--- config.mk ---
export PLATFORM = sky130hd
export DESIGN_NAME = iter_mul
export DESIGN_NICKNAME = d
export VERILOG_FILES = /design/src/rtl/iter_mul.sv
export SDC_FILE = /design/constraint.sdc
export NUM_CORES = 1
export LEC_CHECK = 0
export ABC_AREA = 1
export BUFFER_PORTS_ARGS = -buffer_cell sky130_fd_sc_hd__clkbuf_2
export CORE_ASPECT_RATIO = 1.4
export CORE_MARGIN = 2
export CORE_UTILIZATION = 39
export DETAILED_ROUTE_END_ITERATION = 10
export PLACE_DENSITY = 0.61
export REMOVE_ABC_BUFFERS = 1
export SLEW_MARGIN = 15
export SYNTH_ARGS = -nofsm -noshare
export SYNTH_HDL_FRONTEND = slang
export SYNTH_SLANG_ARGS = --single-unit
--- constraint.sdc ---
create_clock -name clk -period 3.8 [get_ports clk]
set_input_delay 0 -clock clk [delete_from_list [all_inputs] [get_ports clk]]
set_output_delay 0 -clock clk [all_outputs]
set_load 0.01 [all_outputs]
--- src/rtl/iter_mul.sv ---
// ---------------------------------------------------------------------------
// iter_mul : iterative radix-2^DIGIT shift-add multiplier with valid/ready
//            handshakes on both sides and a signed/unsigned mode.
//
// The operand magnitudes are captured on acceptance. The multiplier magnitude
// is consumed DIGIT bits per cycle, LSB first. The multiplicand magnitude is
// pre-shifted so that each digit's partial product lands at the correct weight.
// The sign fixup is applied once, on the final iteration, when the product
// register is loaded.
//
// Ports
//   clk          clock, rising edge
//   rst          synchronous reset, active-high
//   in_valid     operand set presented on a, b, signed_mode
//   in_ready     high only in IDLE (pure state decode)
//   a, b         multiplicand / multiplier, WIDTH bits
//   signed_mode  1 = two's-complement operands and result
//   out_valid    product holds a completed result (DONE)
//   out_ready    consumer accepts product
//   product      exact 2*WIDTH-bit a*b, held until next load or reset
//   busy         high in BUSY or DONE
// ---------------------------------------------------------------------------
module iter_mul #(
    parameter int WIDTH = 16,
    parameter int DIGIT = 2
) (
    input  logic               clk,
    input  logic               rst,
    input  logic               in_valid,
    output logic               in_ready,
    input  logic [WIDTH-1:0]   a,
    input  logic [WIDTH-1:0]   b,
    input  logic               signed_mode,
    output logic               out_valid,
    input  logic               out_ready,
    output logic [2*WIDTH-1:0] product,
    output logic               busy
);
    localparam int PW    = 2 * WIDTH;
    localparam int ITER  = WIDTH / DIGIT;
    localparam int CNT_W = (ITER > 1) ? $clog2(ITER) : 1;
    localparam logic [CNT_W-1:0] LAST_CNT = CNT_W'(ITER - 1);

    typedef enum logic [1:0] {
        IDLE = 2'd0,
        BUSY = 2'd1,
        DONE = 2'd2
    } state_t;

    state_t             state_r;
    logic [PW-1:0]      a_sh_r;     // |a| shifted to the weight of the current digit
    logic [WIDTH-1:0]   b_mag_r;    // |b|, shifted right one digit per cycle
    logic [PW-1:0]      acc_r;
    logic [CNT_W-1:0]   cnt_r;
    logic               neg_r;      // result must be negated
    logic [PW-1:0]      product_r;
    logic               out_valid_r;
    logic               busy_r;

    logic [DIGIT-1:0]   digit_s;
    logic [PW-1:0]      partial_s;
    logic [PW-1:0]      sum_s;
    logic [PW-1:0]      result_s;

    // Magnitude of a WIDTH-bit operand. The most negative value maps onto
    // 2^(WIDTH-1), which still fits in WIDTH unsigned bits.
    function automatic logic [WIDTH-1:0] magnitude(input logic [WIDTH-1:0] v,
                                                    input logic           is_signed);
        logic [WIDTH-1:0] m;
        if (is_signed && v[WIDTH-1]) begin
            m = ~v + WIDTH'(1'b1);
        end else begin
            m = v;
        end
        return m;
    endfunction

    // Partial product of the current digit, running sum and sign fixup.
    always_comb begin
        digit_s   = b_mag_r[DIGIT-1:0];
        partial_s = a_sh_r * PW'(digit_s);
        sum_s     = acc_r + partial_s;
        // Two's-complement negation of zero is zero, but gate it anyway so a
        // zero product can never pick up a sign.
        if (neg_r && (sum_s != {PW{1'b0}})) begin
            result_s = ~sum_s + PW'(1'b1);
        end else begin
            result_s = sum_s;
        end
    end

    // Control FSM, datapath registers and registered status outputs.
    always_ff @(posedge clk) begin
        if (rst) begin
            state_r     <= IDLE;
            a_sh_r      <= {PW{1'b0}};
            b_mag_r     <= {WIDTH{1'b0}};
            acc_r       <= {PW{1'b0}};
            cnt_r       <= {CNT_W{1'b0}};
            neg_r       <= 1'b0;
            product_r   <= {PW{1'b0}};
            out_valid_r <= 1'b0;
            busy_r      <= 1'b0;
        end else begin
            case (state_r)
                IDLE: begin
                    if (in_valid) begin
                        a_sh_r  <= PW'(magnitude(a, signed_mode));
                        b_mag_r <= magnitude(b, signed_mode);
                        neg_r   <= signed_mode & (a[WIDTH-1] ^ b[WIDTH-1]);
                        acc_r   <= {PW{1'b0}};
                        cnt_r   <= {CNT_W{1'b0}};
                        busy_r  <= 1'b1;
                        state_r <= BUSY;
                    end
                end
                BUSY: begin
                    acc_r   <= sum_s;
                    a_sh_r  <= a_sh_r << DIGIT;
                    b_mag_r <= b_mag_r >> DIGIT;
                    cnt_r   <= cnt_r + CNT_W'(1'b1);
                    if (cnt_r == LAST_CNT) begin
                        product_r   <= result_s;
                        out_valid_r <= 1'b1;
                        state_r     <= DONE;
                    end
                end
                DONE: begin
                    // Operands offered in this cycle are not taken; the
                    // handshake only returns the block to IDLE.
                    if (out_ready) begin
                        out_valid_r <= 1'b0;
                        busy_r      <= 1'b0;
                        state_r     <= IDLE;
                    end
                end
                default: begin
                    out_valid_r <= 1'b0;
                    busy_r      <= 1'b0;
                    state_r     <= IDLE;
                end
            endcase
        end
    end

    assign in_ready  = (state_r == IDLE);
    assign out_valid = out_valid_r;
    assign busy      = busy_r;
    assign product   = product_r;

endmodule

# Word level (Yosys, flattened, before mapping)
# Index checks and enable logic that the tools add are counted.
[totals] ff_bits=120 latch_bits=0 mem_bits_rw=0 mem_bits_ro=0 word_cells=60 n_memories=0
[op_classes] n_addsub=5 multipliers=1 div=0 n_lt_le_gt_ge=0 eq_ne=6 shift=0 muxes=20 n_bitwise=7 n_reduce_logical=12
[ops] operator="$pmux W32 S2" n=2
[ops] operator="$mux W32" n=3
[ops] operator="$mux W16" n=3
[ops] operator="$add A16 B1 Y16 const B" n=2
[ops] operator="$add A32 B1 Y32 const B" n=1
[ops] operator="$add A32 B32 Y32" n=1
[ops] operator="$mul A32 B2 Y32" n=1
[ops] operator="$not A16 Y16" n=2
[ops] operator="$not A32 Y32" n=1
[ops] operator="$pmux W16 S2" n=1
[ops] operator="$reduce_bool A32 Y1" n=1
[ops] operator="$reduce_and A3 Y1" n=3
[ops] operator="$mux W2" n=3
[ops] operator="$ne A2 B2 Y1 const B" n=3
[ops] operator="$pmux W1 S3" n=2
[ops] operator="$pmux W2 S3" n=1
[ops] operator="$pmux W3 S2" n=1
[ops] operator="$reduce_and A2 Y1" n=3
[ops] operator="$add A3 B1 Y3 const B" n=1
[ops] operator="$eq A3 B3 Y1 const B" n=1
[ops] operator="$logic_and A1 B1 Y1" n=3
[ops] operator="$mux W1" n=3
[ops] operator="$mux W3" n=1
[ops] operator="$eq A2 B1 Y1 const B" n=1
[ops] operator="6 further kinds" n=7

# Depth between registers and ports, before layout
# Gate-level depths: netlist of the first run.
[depth] depth_word=5 ltp_mapped=29 mapped_depth_nobuf=26

# Worst setup path before layout of the first run
# No wires, ideal clock.
[synth_timing] path_kind="register to register" start="reg b_mag_r[0]" end="reg product_r[26], in the netlist product[26]" arrival_time_ps=3697 slack_ps=-6 path_stages_with_launch=27 synth_period_minus_slack_ps=3806 cell_sequence="dfxtp_1 > clkbuf_1 > clkbuf_1 > nand2_1 > fa_1 > inv_1 > ha_1 > fa_1 > inv_1 > nand2_1 > nor2_2 > nand3_2 > nor2_4 > nand3_2 > nor2_4 > nand2_1 > nor2_2 > nand3_1 > nor2_2 > nand2_4 > nand2_8 > inv_4 > buf_6 > nand2_1 > nand3_1 > nand2_1 > inv_1"
[synth_between] elab_chain_len=5 word_cells_on_any_way=7 classes_between="2 x add/sub; 1 x mul; 1 x mux; 1 x bitwise; 2 x reduce/logical"
[synth_lines] element="start, declared" line="52" source="logic [WIDTH-1:0] b_mag_r;"
[synth_lines] element="start signal, assigned" line="97" source="b_mag_r <= {WIDTH{1'b0}};"
[synth_lines] element="start signal, assigned" line="109" source="b_mag_r <= magnitude(b, signed_mode);"
[synth_lines] element="start signal, assigned" line="120" source="b_mag_r <= b_mag_r >> DIGIT;"
[synth_lines] element="$mul A32 B2 Y32 (*)" line="81" source="partial_s = a_sh_r * PW'(digit_s);"
[synth_lines] element="$add A32 B32 Y32 (*)" line="82" source="sum_s = acc_r + partial_s;"
[synth_lines] element="$not A32 Y32 / $reduce_bool A32 Y1 (equally long branches)" line="86, 85"
[synth_lines] element="$add A32 B1 Y32 / $logic_and A1 B1 Y1 (equally long branches)" line="86, 85"
[synth_lines] element="$mux W32 (*)" line="85" source="if (neg_r && (sum_s != {PW{1'b0}})) begin"
[synth_lines] element="end signal, assigned" line="101" source="product_r <= {PW{1'b0}};"
[synth_lines] element="end signal, assigned" line="123" source="product_r <= result_s;"
[synth_lines] element="end, declared" line="56" source="logic [PW-1:0] product_r;"
# Mark *: on every way between the ends. The rest lies on a longest branch, timed or not.
# A chain may end at the register's enable or synchronous reset.

# Worst setup path in the final report of the first run
[layout_timing] start="reg b_mag_r[1]" end="reg product_r[7], in the netlist product[7]"
# The elaborated chain is that of the path after synthesis.

==> impl_metrics.env, run 1 <==
export IMPL_clock_root_buffer="clkbuf_16"
export IMPL_htree_levels=4
export IMPL_clkPwrFrac=0.364
export IMPL_setup_slack_ns=0.1696
export IMPL_port_buffers=71
export IMPL_mostFrequentLayoutCells="nand2_1 (582), inv_1 (296), dfxtp_1 (118)"
export IMPL_dp_hpwl_um=21770
export IMPL_path_cells="buf_12 -> nand2_2 -> fa_1 -> inv_1 -> ha_2 -> fa_2 -> nor2_4 -> nor2_4 -> nor2_4 -> nand3_2 -> nor2_4 -> nand3_2 -> nor2_4 -> nand2_2 -> nor2_4 -> nand3_1 -> nor2_2 -> nand2_4 -> nand2_8 -> buf_4 -> nand2_1 -> nand3_1 -> nand2_1 -> inv_1"
export IMPL_multi_input_area_um2=6828
export IMPL_switching_share=0.3583
export IMPL_required_ns=4.18
export IMPL_grt_busiest_layer="met2"
export IMPL_worstHoldEndpoint="b_mag_r[1]$_SDFFE_PP0P_"
export IMPL_die_y_um=192.8
export IMPL_core_um2=25210
export IMPL_netlist_area_um2=9930
export IMPL_synth_fa_ha_area_frac=0.1079
export IMPL_final_nets=1944
export IMPL_internal_power_w=0.002792
export IMPL_dr_pass1_iters=5
export IMPL_drive_above_1_share=0.2008
export IMPL_cts_buffer_depth=2
export IMPL_hold_ws_ns=0.02672
export IMPL_die_area_um2=26770
export IMPL_hold_path_class="primary input to flip-flop"
export IMPL_leakagePower_nw=6.333
export IMPL_antenna_found_initial=0
export IMPL_holdCritStartpoint="b[1]"
export IMPL_gr_usage_met1=0.2560
export IMPL_clock_latency_ns=0.43
export IMPL_postRouteAntennaNets=0
export IMPL_combPwrFrac=0.320
export IMPL_drt_iter0_markers=434
export IMPL_fmax_mhz=275.4
export IMPL_synthArstFlopShare=0
export IMPL_use_met2=0.3971
export IMPL_io_pins=72
export IMPL_die_w_um=138.9
export IMPL_crit_arrival_ns=4.01
export IMPL_peakVddDrop_mv=0.3183
export IMPL_reg2reg_slack_ns=0.17
export IMPL_dp_slack_ns=-0.1671
export IMPL_crit_slowest_cell="fa_1"
export IMPL_reg2reg_from="b_mag_r[1]$_SDFFE_PP0P_"
export IMPL_routabilityCongestion=0.9325
export IMPL_grt_overflow_total=0
export IMPL_vias=10470
export IMPL_yosys_mux_area_fraction=0
export IMPL_fin_crit_sh=0.9554
export IMPL_end_kind="flip-flop"
export IMPL_drc_errors=0
export IMPL_status="finished clean"
export IMPL_worst_pin_slew_ns=0.9835
export IMPL_ys_warn_count=0
export IMPL_relSlewSlack=0.3443
export IMPL_synth_compound_area_frac=0.1033
export IMPL_drt_wl_total_um=29570
export IMPL_grt_pass1_vias=9863
export IMPL_hold_viol_final=0
export IMPL_rsz0062_at_grt="yes"
export IMPL_postSynthCellCount=1666
export IMPL_diodes=0
export IMPL_ys_seq_elements=120
export IMPL_regArea_um2=2407
export IMPL_ys_flop_type="dfxtp_1"
export IMPL_crit_type="flip-flop to flip-flop"
export IMPL_cp_top_family="simple AND/OR/NAND/NOR gates"
export IMPL_syn2layout_area_growth_pct=30.49
export IMPL_grt_pass1_wl_um=47150
export IMPL_final_common_cell="nand2_1"
export IMPL_maxCapViolCount=0
export IMPL_p_total_w=0.004351
export IMPL_fin_crit_ns=3.630
export IMPL_ys_types=37
export IMPL_clk_pin_slew_ns=0.06
export IMPL_cts_tree="built"
export IMPL_finClkSkew_ns=0.01200
export IMPL_synth_xor_area_frac=0.02205
export IMPL_grt_use_met3=0.03350
export IMPL_synth_top_family_by_area="simple AND/OR/NAND/NOR gates"
export IMPL_cp_start_kind="flip-flop"
export IMPL_num_rows=69
export IMPL_start_util=0.3939
export IMPL_synth_enable_flop_cells=0
export IMPL_cp_num_buf_inv=4
export IMPL_setup_violations=0
export IMPL_sequentialPowerShare=0.316
export IMPL_critPathMaxStageDelay_ns=0.49
export IMPL_maxSlewViolCount=0
export IMPL_power_density_nw_per_um2=335.8
export IMPL_fin_util=0.5140
export IMPL_grt_max_degree=90
export IMPL_clock_sinks=120
export IMPL_grt_total_usage=0.2168
export IMPL_r2r_end="product[7]$_SDFFE_PP0P_"
export IMPL_seq_area_frac_synth=0.2419
export IMPL_syn_area_per_cell_um2=5.960
export IMPL_synthSimpleGateAreaFrac=0.3855
export IMPL_hold_depth=5
export IMPL_crit_path_max_fanout=7
export IMPL_viasPerCell=4.820
export IMPL_wl_per_cell_um=13.61
export IMPL_fillers=2579
export IMPL_p_switching_w=0.001559
export IMPL_reg2reg_depth=24
export IMPL_path_common_cell="nor2_4"
export IMPL_numCtsBuffers=17
==> power by group through the flow <==
stage          registers (W)  logic, W  clock network (W)
2_1_floorplan        0.00139  0.000747                  0
3_5_place_dp         0.00140   0.00117                  0
5_1_grt              0.00138   0.00154            0.00167
6_report             0.00137   0.00139            0.00158
3_3_place_gp         0.00140   0.00116                  0
4_1_cts              0.00137   0.00121            0.00162
==> registers in the layout (all words and copies together) (netlist names) <==
signal and cells:
product 32, out_valid 1, busy 1, state_r 2, b_mag_r 16, cnt_r 3
neg_r 1, acc_r 32, a_sh_r 32
==> worst max path at each step <==
stage / to / slack, ns / from / cells past startpoint
2_1_floorplan: a_sh_r[10]$_SDFFE_PP0P_ / -2.72 / state_r[0]$_SDFFE_PP0P_ / 8
3_3_place_gp: product[25]$_SDFFE_PP0P_ / -0.17 / b_mag_r[1]$_SDFFE_PP0P_ / 27
3_5_place_dp: product[31]$_SDFFE_PP0P_ / -0.17 / b_mag_r[1]$_SDFFE_PP0P_ / 27
4_1_cts: product[31]$_SDFFE_PP0P_ / 0.02 / b_mag_r[1]$_SDFFE_PP0P_ / 23
5_1_grt: product[13]$_SDFFE_PP0P_ / -0.08 / b_mag_r[1]$_SDFFE_PP0P_ / 24
6_report: product[7]$_SDFFE_PP0P_ / 0.17 / b_mag_r[1]$_SDFFE_PP0P_ / 24
==> metal layers <==
metal	share of wire	routed length [um]
met4	0.029	849
met1	0.44	13080
met3	0.024	724
met2	0.50	14920
met5	0	0
==> cell usage after synthesis, drive strengths merged (2+ instances only) <==
library cell | count | area share
nand3 | 115 | 0.059
nor3 | 16 | 0.0081
a31oi | 30 | 0.019
dfxtp | 120 | 0.24
o21ai | 23 | 0.012
o211ai | 3 | 0.0023
clkinv | 3 | 0.0011
or2 | 7 | 0.0044
clkbuf | 47 | 0.018
nor2 | 107 | 0.046
xor2 | 13 | 0.011
nand4 | 18 | 0.011
inv | 302 | 0.11
nand2 | 638 | 0.25
o21bai | 2 | 0.0015
buf | 7 | 0.0060
a21o | 2 | 0.0015
fa | 31 | 0.063
a21oi | 90 | 0.045
xnor2 | 12 | 0.011
nand3b | 9 | 0.0068
nor4 | 4 | 0.0025
and2 | 2 | 0.0013
ha | 36 | 0.045
o21a | 26 | 0.020
==> layout make-up <==
| cell class | instances | area share |
|---|---|---|
| Tap cell | 319 | 0.03080 |
| Timing Repair Buffer | 206 | 0.1221 |
| Multi-Input combinational cell | 1188 | 0.5269 |
| Clock buffer | 17 | 0.03283 |
| Inverter | 305 | 0.08932 |
| Clock inverter | 15 | 0.01091 |
| Timing Repair inverter | 2 | 0.001352 |
| Sequential cell | 120 | 0.1858 |
==> through the flow <==
stage / std cells / setup TNS (ns) / cell area (um2)
floorplan: 1612 / -284.01 / 9693
finish: 2172 / 0 / 12960
global placement: 2092 / -3.534 / 11200
detailed placement: 2092 / -3.459 / 11200
global route: 2172 / -0.8931 / 12960
CTS: 2158 / 0 / 12140
==> worst register-to-register path, cell delays in order (launching register included) <==
cell and delay, ns:
dfxtp_4 0.40, buf_12 0.14, nand2_2 0.06, fa_1 0.49
inv_1 0.04, ha_2 0.19, fa_2 0.41, nor2_4 0.13
nor2_4 0.06, nor2_4 0.12, nand3_2 0.10, nor2_4 0.13
nand3_2 0.11, nor2_4 0.11, nand2_2 0.07, nor2_4 0.09
nand3_1 0.09, nor2_2 0.15, nand2_4 0.11, nand2_8 0.14
buf_4 0.19, nand2_1 0.06, nand3_1 0.08, nand2_1 0.06
inv_1 0.04
==> cell families (layout without fill, tap and decap cells) <==
family / count (synthesis) / after routing
AO/OA/AOI/OAI: 179 / 179
adder cells (fa/ha/maj): 67 / 67
buffers and inverters: 359 / 545
XOR/XNOR: 25 / 25
AND/OR/NAND/NOR: 916 / 917
flip-flops: 120 / 120
==> what timing repair did <==
action                                  CTS  global route
buffers inserted                          0             7
hold buffers                             34             0
resized for setup                         9           147
pin swaps                                 0            17
endpoints found under the setup margin   26            28
cloned                                    0             7
hold endpoints to repair                 35             0
No activity file was read; power rests on OpenSTA's default activity.
==> run 2, diff against run 1 <==
CORE_ASPECT_RATIO = 2   (was 1.4)
SLEW_MARGIN = 0   (was 15)
==> run 2 against run 1 <==
  * Hold slack improved by 0.018 ns
  * Setup slack worse by 0.045 ns
  * Sequential power hardly changed
  * Via count grew 1.3%
  * Sequential share of layout area up 0.35 points
  * Register-to-register slack worse by 0.05 ns
  * Count of clock-buffer cells in the layout rose by 2
  * Power increased by 1.7%
  * Utilization down 0.58 points
  * Combinational power barely moved
  * Clock power increased by 4%
  * Flip-flop and latch count is the same
  * Highest routed layer unchanged
==> impl_metrics.env, run 2 (synthesized netlist as in run 1, its figures left out) <==
export IMPL_status="finished clean"
export IMPL_syn2layout_area_growth_pct=28.11
export IMPL_die_area_um2=26830
export IMPL_drive_above_1_share=0.1856
export IMPL_reg2reg_slack_ns=0.12
export IMPL_required_ns=4.20
export IMPL_fin_crit_ns=3.676
export IMPL_hold_path_class="primary input to flip-flop"
export IMPL_rsz0062_at_grt="yes"
export IMPL_io_pins=72
export IMPL_path_common_cell="nand2_1"
export IMPL_cp_top_family="simple AND/OR/NAND/NOR gates"
export IMPL_worst_pin_slew_ns=1.059
export IMPL_cts_buffer_depth=2
export IMPL_cts_tree="built"
export IMPL_drc_errors=0
export IMPL_dr_pass1_iters=5
export IMPL_drt_iter0_markers=358
export IMPL_die_w_um=116.8
export IMPL_crit_slowest_cell="fa_1"
export IMPL_leakagePower_nw=6.266
export IMPL_grt_max_degree=90
export IMPL_clock_latency_ns=0.46
export IMPL_clock_root_buffer="clkbuf_16"
export IMPL_fin_util=0.5081
export IMPL_path_cells="buf_12 -> buf_12 -> nand2_1 -> fa_1 -> inv_1 -> ha_2 -> nand2_1 -> nor2_2 -> nand2_1 -> nor4_2 -> nand2_2 -> nand3_1 -> nand2_1 -> nor2_2 -> nand2_1 -> nor2_2 -> nand2_4 -> nand2_8 -> buf_4 -> nand2_1 -> nand3_1 -> nand2_1 -> inv_1"
export IMPL_grt_pass1_vias=10229
export IMPL_cp_num_buf_inv=5
export IMPL_wl_per_cell_um=13.58
export IMPL_viasPerCell=4.883
export IMPL_num_rows=82
export IMPL_mostFrequentLayoutCells="nand2_1 (596), inv_1 (296), dfxtp_1 (118)"
export IMPL_postRouteAntennaNets=0
export IMPL_crit_start="b_mag_r[1]$_SDFFE_PP0P_"
export IMPL_clk_pin_slew_ns=0.06
export IMPL_cp_start_kind="flip-flop"
export IMPL_hold_depth=5
export IMPL_crit_path_max_fanout=18
export IMPL_antenna_found_initial=0
export IMPL_dp_hpwl_um=22390
export IMPL_final_common_cell="nand2_1"
export IMPL_core_um2=25030
export IMPL_drt_wl_total_um=29500
export IMPL_end_kind="flip-flop"
export IMPL_final_nets=1928
export IMPL_peakVddDrop_mv=0.2670
export IMPL_port_buffers=71
export IMPL_maxSlewViolCount=0
export IMPL_htree_levels=4
export IMPL_hold_viol_final=0
export IMPL_critPathMaxStageDelay_ns=0.50
export IMPL_fmax_mhz=272.1
export IMPL_finClkSkew_ns=0.01110
export IMPL_reg2reg_from="b_mag_r[1]$_SDFFE_PP0P_"
export IMPL_power_density_nw_per_um2=347.8
export IMPL_crit_type="flip-flop to flip-flop"
export IMPL_reg2reg_depth=23
export IMPL_worstHoldEndpoint="b_mag_r[1]$_SDFFE_PP0P_"
export IMPL_routabilityCongestion=0.9968
export IMPL_crit_arrival_ns=4.08
export IMPL_holdCritStartpoint="b[1]"
export IMPL_clock_sinks=120
export IMPL_grt_total_usage=0.2267
export IMPL_fin_setup_tns_ns=0
export IMPL_grt_pass1_wl_um=47820
export IMPL_numCtsBuffers=17
export IMPL_r2r_end="product[17]$_SDFFE_PP0P_"
export IMPL_vias=10610
export IMPL_maxCapViolCount=0
export IMPL_grt_overflow_total=0
export IMPL_diodes=0
export IMPL_fillers=2603
export IMPL_relSlewSlack=0.2930
export IMPL_fin_crit_sh=0.9673
export IMPL_setup_violations=0
export IMPL_start_util=0.3966
export IMPL_die_y_um=229.7
[run 2: cell count changes in the layout (fill, tap and decap cells not counted), moves of 5 or more]
cell / change
buf_4: -13
nand2_2: -13
ha_2: +11
inv_6: -5
ha_4: -10
nand2_1: +14
[run 2: metrics by stage]
stage	cell area [um2]	hold slack (ns)	cells	total power, W	setup slack [ns]
4_1_cts	12130	0.04535	2163	0.004281	0.01160
6_report	12720	0.04507	2173	0.004424	0.1243
3_5_place_dp	11150	0.2879	2097	0.002583	-0.07520
2_1_floorplan	9693	0.06907	1612	0.002141	-2.722
5_1_grt	12720	0.08646	2173	0.004655	-0.1018
3_3_place_gp	11150	0.2722	2097	0.002568	-0.09501
[run 2: final cells by class]
type | count | area [um2] | share of cell area
clock buffer | 19 | 452.9 | 0.03561
clock inverter | 13 | 145.1 | 0.01141
inverter | 305 | 1152 | 0.09059
multi-input combinational | 1187 | 6673 | 0.5245
sequential | 120 | 2407 | 0.1892
tap | 336 | 420.4 | 0.03305
timing repair buffer | 193 | 1470 | 0.1156
[run 2: tightest hold or removal path, stage by stage]
cell and delay [ns]:
clkbuf_2 0.09, inv_1 0.06, a21oi_1 0.05, o21ai_0 0.15, a31oi_1 0.10
[run 2: what timing repair did]
action,CTS,global route
setup endpoints to repair,26,28
endpoints found under the hold margin,35,0
setup buffers,0,8
cloned,0,2
gates resized for setup,11,121
hold buffers,34,0
pin swaps,0,24
[run 2: report_power, final]
part | internal, W | switching (W) | total [W]
Clock | 0.00100 | 0.000643 | 0.00165
Combinational | 0.000575 | 0.000826 | 0.00140
Sequential | 0.00132 | 0.0000607 | 0.00138
[run 2: worst max-delay path by stage]
stage / endpoint / slack (ns) / cells after the start
after floorplan: a_sh_r[10]$_SDFFE_PP0P_ / -2.72 / 8
after global placement: product[1]$_SDFFE_PP0P_ / -0.1 / 21
after detailed placement: product[1]$_SDFFE_PP0P_ / -0.08 / 21
after CTS: product[1]$_SDFFE_PP0P_ / 0.01 / 21
after global routing: product[1]$_SDFFE_PP0P_ / -0.10 / 22
final: product[17]$_SDFFE_PP0P_ / 0.12 / 23
[run 2: routing by layer]
metal  wire length [um]  track usage
met5                  0            0
met4               1509       0.1294
met3                865      0.03137
met2              15960       0.4225
met1              11170       0.2329
